### src/rtl/bram_datagen_nch_if.sv
// BRAM port bundle for the N-channel test data generator.
// master: drives clk/rst/en/we/addr/din towards the BRAM controllers, samples dout.
// slave : the BRAM side of the same bundle.
interface bram_datagen_nch_if #(
  parameter int unsigned NCH    = 4,
  parameter int unsigned ADDR_W = 16
);
  logic [NCH-1:0]             bram_clk;
  logic [NCH-1:0]             bram_rst;
  logic [NCH-1:0]             bram_en;
  logic [NCH-1:0][3:0]        bram_we;
  logic [NCH-1:0][ADDR_W-1:0] bram_addr;
  logic [NCH-1:0][31:0]       bram_din;
  logic [NCH-1:0][31:0]       bram_dout;

  modport master (
    output bram_clk, bram_rst, bram_en, bram_we, bram_addr, bram_din,
    input  bram_dout
  );

  modport slave (
    input  bram_clk, bram_rst, bram_en, bram_we, bram_addr, bram_din,
    output bram_dout
  );
endinterface

### src/rtl/bram_datagen_nch.sv
// N-channel framed test-pattern generator writing ping-pong banks of NCH BRAMs.
// Ports:
//   axi_aclk, axi_aresetn      clock, asynchronous active-low reset
//   enable, clear              run frames while high / clear ready+overrun
//   chan_en, mode, length      per-frame settings, latched at frame start
//   period                     frame-start to frame-start spacing in cycles
//   ready, overrun, bank       status towards the register file
//   frame_count                completed frames since reset
//   bram                       BRAM port bundle (master side)
module bram_datagen_nch #(
  parameter int unsigned NCH    = 4,
  parameter int unsigned ADDR_W = 16
) (
  input  logic               axi_aclk,
  input  logic               axi_aresetn,
  input  logic               enable,
  input  logic               clear,
  input  logic [NCH-1:0]     chan_en,
  input  logic [1:0]         mode,
  input  logic [15:0]        length,
  input  logic [31:0]        period,
  output logic               ready,
  output logic               overrun,
  output logic               bank,
  output logic [31:0]        frame_count,
  bram_datagen_nch_if.master bram
);

  localparam int unsigned IDX_W      = ADDR_W - 3;
  localparam logic [16:0] DEPTH      = 17'(1) << IDX_W;
  localparam logic [31:0] LFSR_POLY  = 32'h8020_0003;
  localparam logic [31:0] LFSR_SEED  = 32'hACE1_0000;

  typedef enum logic [1:0] {S_IDLE, S_WRITE, S_DONE, S_WAIT} state_t;

  state_t               state_q;
  logic [15:0]          idx_q;
  logic [16:0]          len_q;
  logic [NCH-1:0]       chen_q;
  logic [1:0]           mode_q;
  logic [31:0]          pcnt_q;
  logic                 wbank_q;
  logic [NCH-1:0][31:0] lfsr_q;

  logic                 start_c;
  logic                 last_c;
  logic                 emit_c;
  logic                 pcnt_hit_c;
  logic [15:0]          widx_c;
  logic [NCH-1:0]       wchen_c;
  logic [1:0]           wmode_c;
  logic                 unused_dout_c;

  function automatic logic [31:0] lfsr_step(input logic [31:0] v);
    return v[0] ? ((v >> 1) ^ LFSR_POLY) : (v >> 1);
  endfunction

  assign bram.bram_clk = {NCH{axi_aclk}};
  assign bram.bram_rst = {NCH{~axi_aresetn}};
  assign unused_dout_c = ^bram.bram_dout;

  // Frame launch / last-word decode and the settings for the word registered this edge.
  // pcnt counts from 0 in the first write cycle, so the next launch edge is at pcnt == period-1.
  always_comb begin
    pcnt_hit_c = (33'(pcnt_q) + 33'd1) >= 33'(period);
    start_c    = enable && (length != 16'd0) &&
                 ((state_q == S_IDLE) || ((state_q == S_WAIT) && pcnt_hit_c));
    last_c     = (state_q == S_WRITE) && ((17'(idx_q) + 17'd1) == len_q);
    emit_c     = start_c || ((state_q == S_WRITE) && !last_c);
    widx_c     = start_c ? 16'd0 : (idx_q + 16'd1);
    wchen_c    = start_c ? chan_en : chen_q;
    wmode_c    = start_c ? mode : mode_q;
  end

  // Frame FSM, status registers and registered BRAM write port.
  always_ff @(posedge axi_aclk or negedge axi_aresetn) begin
    if (!axi_aresetn) begin
      state_q        <= S_IDLE;
      idx_q          <= '0;
      len_q          <= '0;
      chen_q         <= '0;
      mode_q         <= '0;
      pcnt_q         <= '0;
      wbank_q        <= 1'b0;
      ready          <= 1'b0;
      overrun        <= 1'b0;
      bank           <= 1'b0;
      frame_count    <= '0;
      bram.bram_en   <= '0;
      bram.bram_we   <= '0;
      bram.bram_addr <= '0;
      bram.bram_din  <= '0;
      for (int ch = 0; ch < NCH; ch++) begin
        lfsr_q[ch] <= LFSR_SEED | 32'(ch);
      end
    end else begin
      if (pcnt_q != 32'hFFFF_FFFF) begin
        pcnt_q <= pcnt_q + 32'd1;
      end

      case (state_q)
        S_IDLE:  pcnt_q <= '0;
        S_WRITE: begin
          if (last_c) begin
            state_q <= S_DONE;
          end else begin
            idx_q <= idx_q + 16'd1;
          end
        end
        S_DONE: begin
          frame_count <= frame_count + 32'd1;
          bank        <= wbank_q;
          wbank_q     <= ~wbank_q;
          state_q     <= S_WAIT;
        end
        S_WAIT: begin
          if (!enable) begin
            state_q <= S_IDLE;
          end
        end
      endcase

      if (start_c) begin
        state_q <= S_WRITE;
        idx_q   <= '0;
        pcnt_q  <= '0;
        len_q   <= (17'(length) > DEPTH) ? DEPTH : 17'(length);
        chen_q  <= chan_en;
        mode_q  <= mode;
      end

      // A completing frame always raises ready, even against a simultaneous clear.
      if (state_q == S_DONE) begin
        ready   <= 1'b1;
        overrun <= clear ? 1'b0 : (overrun | ready);
      end else if (clear) begin
        ready   <= 1'b0;
        overrun <= 1'b0;
      end

      for (int ch = 0; ch < NCH; ch++) begin
        if (emit_c && wchen_c[ch]) begin
          bram.bram_en[ch]   <= 1'b1;
          bram.bram_we[ch]   <= 4'hF;
          bram.bram_addr[ch] <= {wbank_q, widx_c[IDX_W-1:0], 2'b00};
          case (wmode_c)
            2'd1:    bram.bram_din[ch] <= {8'(ch), frame_count[7:0], widx_c};
            2'd2: begin
              bram.bram_din[ch] <= lfsr_q[ch];
              lfsr_q[ch]        <= lfsr_step(lfsr_q[ch]);
            end
            default: bram.bram_din[ch] <= {frame_count[15:0], widx_c};
          endcase
        end else begin
          bram.bram_en[ch] <= 1'b0;
          bram.bram_we[ch] <= 4'h0;
        end
      end
    end
  end

endmodule

### src/flat_wrapper.sv
// flat-port wrapper written by rule: the top's interface ports become plain ports
module bram_datagen_nch_flat 
#(
  parameter int unsigned NCH    = 4,
  parameter int unsigned ADDR_W = 16
)
  (axi_aclk, axi_aresetn, enable, clear, chan_en, mode, length, period, ready, overrun, bank, frame_count, bram_bram_clk, bram_bram_rst, bram_bram_en, bram_bram_we, bram_bram_addr, bram_bram_din, bram_bram_dout);
  bram_datagen_nch_if #(.NCH(NCH), .ADDR_W(ADDR_W)) bram_i ();
  input  logic axi_aclk;
  input  logic axi_aresetn;
  input  logic enable;
  input  logic clear;
  input  logic [NCH-1:0] chan_en;
  input  logic [1:0] mode;
  input  logic [15:0] length;
  input  logic [31:0] period;
  output logic ready;
  output logic overrun;
  output logic bank;
  output logic [31:0] frame_count;
  output wire logic [$bits(bram_i.bram_clk)-1:0] bram_bram_clk;
  output wire logic [$bits(bram_i.bram_rst)-1:0] bram_bram_rst;
  output wire logic [$bits(bram_i.bram_en)-1:0] bram_bram_en;
  output wire logic [$bits(bram_i.bram_we)-1:0] bram_bram_we;
  output wire logic [$bits(bram_i.bram_addr)-1:0] bram_bram_addr;
  output wire logic [$bits(bram_i.bram_din)-1:0] bram_bram_din;
  input wire logic [$bits(bram_i.bram_dout)-1:0] bram_bram_dout;
  assign bram_bram_clk = bram_i.bram_clk;
  assign bram_bram_rst = bram_i.bram_rst;
  assign bram_bram_en = bram_i.bram_en;
  assign bram_bram_we = bram_i.bram_we;
  assign bram_bram_addr = bram_i.bram_addr;
  assign bram_bram_din = bram_i.bram_din;
  assign bram_i.bram_dout = bram_bram_dout;
  bram_datagen_nch #(.NCH(NCH), .ADDR_W(ADDR_W)) u_core (.axi_aclk(axi_aclk), .axi_aresetn(axi_aresetn), .enable(enable), .clear(clear), .chan_en(chan_en), .mode(mode), .length(length), .period(period), .ready(ready), .overrun(overrun), .bank(bank), .frame_count(frame_count), .bram(bram_i));
endmodule
### config.mk
export PLATFORM = sky130hd
export DESIGN_NAME = bram_datagen_nch_flat
export DESIGN_NICKNAME = d
export VERILOG_FILES = /design/src/rtl/bram_datagen_nch_if.sv /design/src/rtl/bram_datagen_nch.sv /design/src/flat_wrapper.sv
export SDC_FILE = /design/constraint.sdc
export NUM_CORES = 1
export LEC_CHECK = 0
export CAP_MARGIN = 20
export CORE_ASPECT_RATIO = 1.1
export CORE_UTILIZATION = 35
export CTS_BUF_LIST = sky130_fd_sc_hd__clkbuf_4
export DETAILED_ROUTE_END_ITERATION = 10
export PLACE_DENSITY = 0.6
export SETUP_SLACK_MARGIN = 0.1
export SYNTH_ARGS = -nofsm -noshare
export SYNTH_HDL_FRONTEND = slang
export SYNTH_SLANG_ARGS = --single-unit
### constraint.sdc
create_clock -name axi_aclk -period 17.8 [get_ports axi_aclk]
set_clock_uncertainty 0.1 [all_clocks]
set_input_delay 3.56 -clock axi_aclk [delete_from_list [all_inputs] [get_ports axi_aclk]]
set_output_delay 3.56 -clock axi_aclk [all_outputs]
set_load 0.1 [all_outputs]
Yosys cells after proc, flatten, opt, wreduce, memory -nomap -nowiden:

Index checks and enable logic that the tools add are counted.

* multiplexer cells: 34
* add/sub/neg operators: 5
* bitwise operators: 7
* reductions and logical operators: 24
* order comparisons: 2
* equal/unequal tests: 10

Operators with widths (number)
* case mux 32 bit (2 select lines): 4
* two-way mux 32 bit: 7
* two-way mux 16 bit: 5
* adder 32 x 1 -> 32 bit (second input constant): 2
* adder 32 x 1 -> 33 bit (second input constant): 1
* >= comparator 33 x 32 -> 1 bit: 1
* inequality test 32 bit (second input constant): 1
* two-way mux 4 bit: 5
* adder 16 x 1 -> 17 bit (second input constant): 1
* equality test 17 bit: 1
* adder 16 x 1 -> 16 bit (second input constant): 1
* greater-than comparator 16 x 14 -> 1 bit (second input constant): 1
* NOT 3 -> 4 bit: 4
* nonzero test 16 bit: 1
* AND reduction 2 bit: 5
* logical AND 1 bit: 9
* two-way mux 1 bit: 8
* two-way mux 2 bit: 4
* equality test 2 bit (second input constant): 3
* case mux 2 bit (3 select lines): 1
* equality test 2 x 1 -> 1 bit (second input constant): 2
* nonzero test 2 bit: 2
* nonzero test 4 bit: 1
* inequality test 3 x 1 -> 1 bit (second input constant): 1
* 9 further kinds: 11

* bits of input ports: 186
* register bits after elaboration: 441

Longest topological paths before layout:

Gate-level depths: netlist of run 1.

* depth after elaboration: 8
* gate-level depth with buffers: 29

==> qor.txt, run 1 <==
Post-Route Utilization - 44.09%
DR DRC count - 0
Horiz. Die Dim - 232.2 um
IR drop worst, VDD - 0.1359 mV
Clk_lat worst skew - 940 ps
Worst-Margin Slew - 1105 ps
Drt first-iter violations - 721
Post-Synthesis Cells - 1744
Antenna-violating nets left - 0
Leakage - 12.18 nW
Critical path class - clock port to output port
Hold Buf Count CTS - 0
Top-Level Pins - 441
Async SR Flop Fraction - 100.0%
Pin count of the biggest net entering global routing - 151
Count leader, synth - dfrtp_1
Die H - 255.3 um
DPL Wire Length - 38440 um
Fin cells - 2897
Worst setup SP type - clock port
Mapped Area - 20410 sq um
Commonest cells post-synth - 388 x dfrtp_1, 205 x mux2_2, 154 x nand2_1, 85 x inv_1, 76 x o21ai_0
CP Capture Type - output port
CTS tree - done
Max cap viols - 0
Post-Place Cells - 2681
Post-synthesis sequential area ratio - 52.21%
Total Wirelength - 56990 um
Worst EP required - 14140 ps
Final worst setup slack - 4029 ps
Antenna violations before repair - 4
GR Overflow Total - 0
Pins Over Slew Limit - 0
GR Util All Layers - 19.47%
RSZ-0062 raised after global routing - false
FF/Latch Area - 10660 sq um
Hold Violations, Final - 0
Routed vias/inst - 5.016
Fillers - 5358
Synth area leader - dfrtp_1
Outcome - complete, no violations
Relative slew slack - 26.09%
Layout cells sized above 1 - 22.60%
Multi-input logic area - 8692 sq um
Layout Nets - 2278
# rows - 92
Post-synth top flop - dfrtp_1
Worst Path Max Fanout - 3
Cts repair resizes - 0
YS warnings - 0
Starting density of the core - 35.53%
Distinct cells, synth - 67
Crit path DAT - 10110 ps
Drt first pass iters - 5
First-pass GRT wire length - 88180 um
Fin Setup TNS - 0 ps
P per Cell Area - 179.8 nW/um^2
Port buffer count - 304
Post-CTS Setup Inserts - 0
Synth area leaders - dfrtp_1 48%, mux2_2 11%, dfstp_2 4.6%
Number of synthesized register bits - 424
Die Area - 59280 sq um
Vias in the first global route - 15200
Setup WS pre-CTS - 4300 ps
Routability congestion estimate - 0.8468
Avg WL per Cell - 19.67 um
Synth-to-layout area growth - 24.11%
Via Count - 14530
Avg Inst Size Synth - 11.70 sq um
Yosys top cell area share - 47.58%
Hold Crit Class - register to register
EDFF count, synth - 0
Core Area - 57440 sq um
Final Setup Violations - 0
Worst-path clk slew - 60 ps
[path summary, 6_finish.rpt]
kind	start	to	slack (ps)	depth (start not counted)
setup / recovery	axi_aclk	bram_bram_clk[3]	4030	3
hold / removal	u_core.frame_count[31]$_DFFE_PN0P_	u_core.frame_count[31]$_DFFE_PN0P_	380	1
setup reg to reg	u_core.pcnt_q[0]$_DFFE_PN0P_	u_core.bram.bram_din[67]$_DFFE_PN0P_	11010	23
hold reg to reg	u_core.frame_count[31]$_DFFE_PN0P_	u_core.frame_count[31]$_DFFE_PN0P_	380	1
max in group asynchronous	axi_aresetn	u_core.bram.bram_addr[46]$_DFFE_PN0P_	13010	3
min in group asynchronous	axi_aresetn	u_core.frame_count[31]$_DFFE_PN0P_	2520	1
[state kept, by name (all words and copies together) (netlist names)]
register               flops
u_core.bank                1
u_core.bram.bram_addr     56
u_core.bram.bram_din     128
u_core.bram.bram_en        3
u_core.bram.bram_we        1
u_core.chen_q              4
u_core.frame_count        32
u_core.idx_q              16
u_core.len_q              16
u_core.lfsr_q            128
u_core.mode_q              2
u_core.overrun             1
u_core.pcnt_q             32
u_core.ready               1
u_core.state_q             2
u_core.wbank_q             1
[worst max-delay path, stage by stage]
cell	delay (ps)
clkbuf_4	120
clkbuf_4	130
clkdlybuf4s50_1	960
[cell families (layout without fill, tap and decap cells)]
logic type / after synthesis / in the layout / share of synthesized area, %
AOI/OAI and AO/OA: 243 / 243 / 8.044
xor gates and xnor gates: 112 / 112 / 4.942
adders and majority gates: 41 / 41 / 2.514
buffers and inverters: 227 / 618 / 5.604
DFF: 424 / 424 / 52.21
muxes: 306 / 306 / 17.22
other: 1 / 11 / 0.01838
and+or+nand+nor: 390 / 390 / 9.442
[layout make-up]
type | instances | area share [%]
diodes | 3 | 0.02964
clock buffers | 183 | 5.464
clock inverters | 32 | 0.5286
inverters | 85 | 1.260
multi-input cells | 1100 | 34.32
flip-flops and latches | 424 | 42.07
well taps | 752 | 3.715
repair buffers | 318 | 12.62
[report_power, final]
group	total [mW]	switching, mW	leakage, nW	internal, mW
Sequential	1.34	0.189	5.63	1.15
Combinational	2.25	1.66	5.64	0.595
Clock	0.964	0.493	0.905	0.471
Total	4.55	2.34	12.2	2.22
[metal layers]
layer	GRT usage (%)	wire length, um	up-vias
met4	7.688	1333	2
met1	24.81	24980	7305
met3	5.470	3387	79
li1	-	-	6735
met5	0	9	-
met2	31.16	27280	410
[layout by cell type, fill, tap and decap left out, types with 13 or more instances in the layout]
master	count
dfrtp_1	388
mux2_4	20
mux2_1	66
xnor2_1	63
o2bb2ai_1	20
clkinv_1	24
nand2_1	154
clkdlybuf4s50_1	303
a21oi_1	48
inv_1	85
nand4_1	28
ha_1	41
mux2_2	205
nand3_1	59
a22o_1	56
o21ai_0	76
and2_1	13
and3_1	19
clkbuf_4	179
nor2_1	52
buf_4	15
xor2_1	47
dfstp_2	36
[per-stage QoR]
step	hold slack [ps]	area [sq um]	power (mW)
6_report	383.4	25330	4.554
5_1_grt	399.8	25330	4.799
4_1_cts	391.7	25270	4.606
3_5_place_dp	374.7	23790	3.700
3_3_place_gp	366.8	23790	3.683
2_1_floorplan	353.7	20430	3.103
Power figures use the tool's default switching activity.
==> run 2: changes to the inputs <==
--- a/config.mk
+++ b/config.mk
@@ -10,7 +10,7 @@
 export CORE_UTILIZATION = 35
 export CTS_BUF_LIST = sky130_fd_sc_hd__clkbuf_4
 export DETAILED_ROUTE_END_ITERATION = 10
-export PLACE_DENSITY = 0.6
+export PLACE_DENSITY = 0.62
 export SETUP_SLACK_MARGIN = 0.1
 export SYNTH_ARGS = -nofsm -noshare
 export SYNTH_HDL_FRONTEND = slang
==> constraint.sdc (replaced) <==
create_clock -name axi_aclk -period 11.5 [get_ports axi_aclk]
set_clock_uncertainty 0.1 [all_clocks]
set_input_delay 2.3 -clock axi_aclk [delete_from_list [all_inputs] [get_ports axi_aclk]]
set_output_delay 2.3 -clock axi_aclk [all_outputs]
set_load 0.1 [all_outputs]
==> qor.txt, run 2 (synthesis gave the netlist of run 1 again) <==
Design Area, Final - 25440 sq um
Vias in the first global route - 15300
Routability congestion estimate - 0.8388
Antenna-violating nets left - 0
Via Count - 14650
Fillers - 5283
Drt first-iter violations - 724
P per Cell Area - 280.5 nW/um^2
Final worst setup slack - 2142 ps
Starting density of the core - 35.53%
GR Util All Layers - 19.38%
Core Area - 57440 sq um
Synth-to-layout area growth - 24.68%
Die H - 255.3 um
Hold Buf Count CTS - 0
Antenna violations before repair - 3
Fin cells - 2904
Worst EP required - 9100 ps
Horiz. Die Dim - 232.2 um
Worst-path clk slew - 60 ps
Port buffer count - 304
Post-CTS Setup Inserts - 0
Total power - 7.137 mW
Commonest non-fill, non-tap cells in the layout - 388 x dfrtp_1, 303 x clkdlybuf4s50_1, 205 x mux2_2
GR Overflow Total - 0
IR drop worst, VDD - 0.2335 mV
Clk_lat worst skew - 940 ps
Worst Path Max Fanout - 4
Worst setup SP type - clock port
Layout cells sized above 1 - 23.08%
# rows - 92
Reg2Reg Launch Point - u_core.pcnt_q[0]$_DFFE_PN0P_
Layout Nets - 2283
CTS tree - done
Relative slew slack - 26.87%
Crit path from - axi_aclk
DPL Wire Length - 38670 um
Fin Setup TNS - 0 ps
Final Setup Violations - 0
Setup WS pre-CTS - 2410 ps
Placement Cell Area - 23790 sq um
Drt first pass iters - 5
DR DRC count - 0
CP Capture Type - output port
Hold path start - u_core.frame_count[31]$_DFFE_PN0P_
Total Wirelength - 57130 um
Hold Violations, Final - 0
First-pass GRT wire length - 87910 um
Cts repair resizes - 0
Routed vias/inst - 5.044
Die Area - 59280 sq um
Busiest layer in global routing - met2
Hold Crit Class - register to register
Post-Place Cells - 2683
Global Route met1 Usage - 24.35%
GR Util met3 - 5.091%
Avg WL per Cell - 19.67 um
Critical path class - clock port to output port
Leakage - 12.24 nW
Outcome - complete, no violations
Pin count of the biggest net entering global routing - 84
Leading cell type in the layout, fill and taps excluded - dfrtp_1
Max cap viols - 0
RSZ-0062 raised after global routing - false
Worst-Margin Slew - 1093 ps
Top flop regs - u_core.bram.bram_din x128, u_core.lfsr_q x128, u_core.bram.bram_addr x56
Crit path DAT - 6960 ps
Pins Over Slew Limit - 0
M2 GR Usage - 31.40%
Top-Level Pins - 441
==> run 2: area by class of cell <==
cell class                 instances  area, sq um  share of cell area [%]
multi-input combinational       1100         8692                   34.16
timing repair buffer             321         3213                   12.63
antenna                            3        7.507                 0.02950
clock buffer                     190         1436                   5.645
inverter                          85        319.1                   1.254
sequential                       424        10660                   41.88
clock inverter                    29        180.2                  0.7081
tap                              752        940.9                   3.698
==> run 2: power by group <==
part	switching [mW]	leakage [nW]	total [mW]	internal, mW
Clock	0.766	0.958	1.57	0.800
Combinational	2.57	5.65	3.50	0.922
Sequential	0.291	5.63	2.07	1.78
Total	3.63	12.2	7.14	3.50
==> run 2: critical path, cell delays in order <==
cell and delay (ps):
clkbuf_4 120, clkbuf_4 130, clkdlybuf4s50_1 950
==> run 2: worst paths after layout <==
| kind | to | slack, ps | depth (start not counted) |
|---|---|---|---|
| setup / recovery | bram_bram_clk[1] | 2140 | 3 |
| hold / removal | u_core.frame_count[31]$_DFFE_PN0P_ | 380 | 1 |
| setup reg to reg | u_core.bram.bram_din[0]$_DFFE_PN0P_ | 4300 | 23 |
| hold reg to reg | u_core.frame_count[31]$_DFFE_PN0P_ | 380 | 1 |
| max in group asynchronous | u_core.bram.bram_din[3]$_DFFE_PN0P_ | 7810 | 3 |
| min in group asynchronous | u_core.frame_count[20]$_DFFE_PN0P_ | 1240 | 1 |
==> run 2: per-layer routing <==
layer	wire length [um]	up-vias	share of wire, %
met3	3332	89	5.8
met4	1632	2	2.9
met2	27530	418	48
met5	9	-	0.016
li1	-	6749	-
met1	24630	7391	43
==> run 2: per-stage QoR <==
stage               util, %  hold WS, ps
floorplan                 -        353.7
detailed placement    41.42        371.5
finish                44.30        383.4
global placement      41.42        369.0
global route          44.30        396.4
CTS                   44.16        389.8
==> run 3: changes to the inputs <==
==> constraint.sdc (replaced) <==
create_clock -name axi_aclk -period 7.9 [get_ports axi_aclk]
set_clock_uncertainty 0.1 [all_clocks]
set_input_delay 1.58 -clock axi_aclk [delete_from_list [all_inputs] [get_ports axi_aclk]]
set_output_delay 1.58 -clock axi_aclk [all_outputs]
set_load 0.1 [all_outputs]
==> qor.txt, run 3 (synthesis gave the netlist of run 1 again) <==
Slowest stage cell, crit path - clkdlybuf4s50_1
Clock share of power - 21.5%
Commonest non-fill, non-tap cells in the layout - 388 x dfrtp_1, 303 x clkdlybuf4s50_1, 205 x mux2_2
Final Setup Violations - 0
Die H - 255.3 um
Fin Setup TNS - 0 ps
Post-Route Utilization - 44.22%
Hold Buf Count CTS - 0
Worst-path clk slew - 60 ps
Starting density of the core - 35.53%
Antenna violations before repair - 4
GR Util All Layers - 19.26%
Relative slew slack - 23.81%
Hold Violations, Final - 0
Horiz. Die Dim - 232.2 um
DR DRC count - 0
Met3 wire len - 2948 um
Crit path DAT - 5160 ps
Leakage - 12.21 nW
Pin count of the biggest net entering global routing - 179
Drt first-iter violations - 873
Top-Level Pins - 441
Multi-input logic area - 8692 sq um
RSZ-0062 raised after global routing - false
Net Sw Power - 5.297 mW
IR drop worst, VDD - 0.4015 mV
Fillers - 5358
DRT met1 WL - 25120 um
GR Overflow Total - 0
Met2 routed WL - 27250 um
Part of the power in registers - 29.2%
FF/Latch Area - 10660 sq um
Worst setup path endpoint - bram_bram_clk[1]
Critical path class - clock port to output port
Synth-to-layout area growth - 24.47%
Placement Cell Area - 23850 sq um
Top flop regs - u_core.bram.bram_din x128, u_core.lfsr_q x128, u_core.bram.bram_addr x56
Pins Over Slew Limit - 0
Core Area - 57440 sq um
Worst-path cell chain - clkbuf_4 > clkbuf_4 > clkdlybuf4s50_1
Total Wirelength - 56750 um
Reg-to-reg slack, setup - 1500 ps
Routed vias/inst - 5.054
R2r worst-path depth - 21
Vias in the first global route - 14960
Layout cells sized above 1 - 22.68%
Internal power - 5.058 mW
Worst setup SP type - clock port
Worst EP required - 6220 ps
First-pass GRT wire length - 87280 um
Top sig layer - met5
Worst Path Max Fanout - 4
Leading cell type in the layout, fill and taps excluded - dfrtp_1
Combinational share of power - 49.3%
Buf+Inv Stages, Crit Path - 3
CTS tree - done
Drt first pass iters - 5
CP Capture Type - output port
# rows - 92
Post-CTS Setup Inserts - 0
Routability congestion estimate - 0.8507
Avg WL per Cell - 19.61 um
Outcome - complete, no violations
Worst path depth - 3
Worst-Margin Slew - 1139 ps
Max cap viols - 0
DPL Wire Length - 38590 um
Worst path top cell family by delay - buffers and inverters
Crit path from - axi_aclk
Via Count - 14620
Antenna-violating nets left - 0
Sw Share - 51.15%
Reg2Reg Launch Point - u_core.pcnt_q[0]$_DFFE_PN0P_
Hold Crit Class - register to register
R2R Path End - u_core.bram.bram_din[1]$_DFFE_PN0P_
Cts repair resizes - 0
Clk_lat worst skew - 960 ps
Port buffer count - 304
P per Cell Area - 407.7 nW/um^2
Die Area - 59280 sq um
CP dominant cell by count - clkbuf_4
Layout Nets - 2277
Design Area, Final - 25400 sq um
Max stage delay on crit path - 960 ps
==> run 3: worst reg2reg max path: stages (launching register included) <==
cell	delay (ps)
dfrtp_1	440
ha_1	260
nand4_1	170
nor2_1	290
and3_1	380
and3_1	300
and3_1	190
xnor2_1	150
inv_1	80
ha_1	290
nand4_1	160
nor4_1	410
nand4_1	140
o2111a_1	330
a21o_2	300
mux2i_1	220
inv_1	100
ha_1	300
or2_2	740
nand2_1	280
o21ai_0	460
mux2_2	240
==> run 3: power groups by stage <==
stage	Combinational [mW]	Clock (mW)	Sequential, mW
floorplan	1.93	0.191	4.88
global placement	5.07	0.199	3.04
detailed placement	5.11	0.199	3.06
CTS	5.13	2.31	3.02
global route	5.35	2.44	3.08
finish	5.11	2.22	3.02
==> run 3: how the worst min path moves through the flow <==
stage               slack, ps  cells past startpoint                               endpoint                                  start
detailed placement        370                      1     u_core.frame_count[31]$_DFFE_PN0P_     u_core.frame_count[31]$_DFFE_PN0P_
floorplan                 350                      2           u_core.len_q[11]$_DFFE_PN0N_           u_core.len_q[11]$_DFFE_PN0N_
finish                    380                      1     u_core.frame_count[31]$_DFFE_PN0P_     u_core.frame_count[31]$_DFFE_PN0P_
global placement          370                      1     u_core.frame_count[31]$_DFFE_PN0P_     u_core.frame_count[31]$_DFFE_PN0P_
global route              410                      1  u_core.bram.bram_addr[38]$_DFFE_PN0P_  u_core.bram.bram_addr[38]$_DFFE_PN0P_
CTS                       390                      1     u_core.frame_count[31]$_DFFE_PN0P_     u_core.frame_count[31]$_DFFE_PN0P_
==> run 3: final cells by class <==
class / count / share of cell area [%]
sequential: 424 / 41.95
timing repair buffer: 319 / 12.73
clock buffer: 177 / 5.271
inverter: 85 / 1.256
antenna: 3 / 0.02956
clock inverter: 33 / 0.8423
multi-input combinational: 1100 / 34.22
tap: 752 / 3.704
==> run 3: routing by layer <==
layer  up-vias  global-route usage, %
li1       6756                      -
met1      7396                  25.06
met2       382                  30.92
met3        85                  4.557
met4         2                  7.444
met5         -                      0
==> run 3: through the flow <==
step	power (mW)	cells	setup WS (ps)	hold slack, ps
2_1_floorplan	6.992	1751	2058	353.7
3_3_place_gp	8.310	2683	1068	371.1
3_5_place_dp	8.367	2683	1062	371.7
4_1_cts	10.46	2889	1045	387.4
5_1_grt	10.87	2893	948.1	406.0
6_report	10.36	2893	1057	383.8
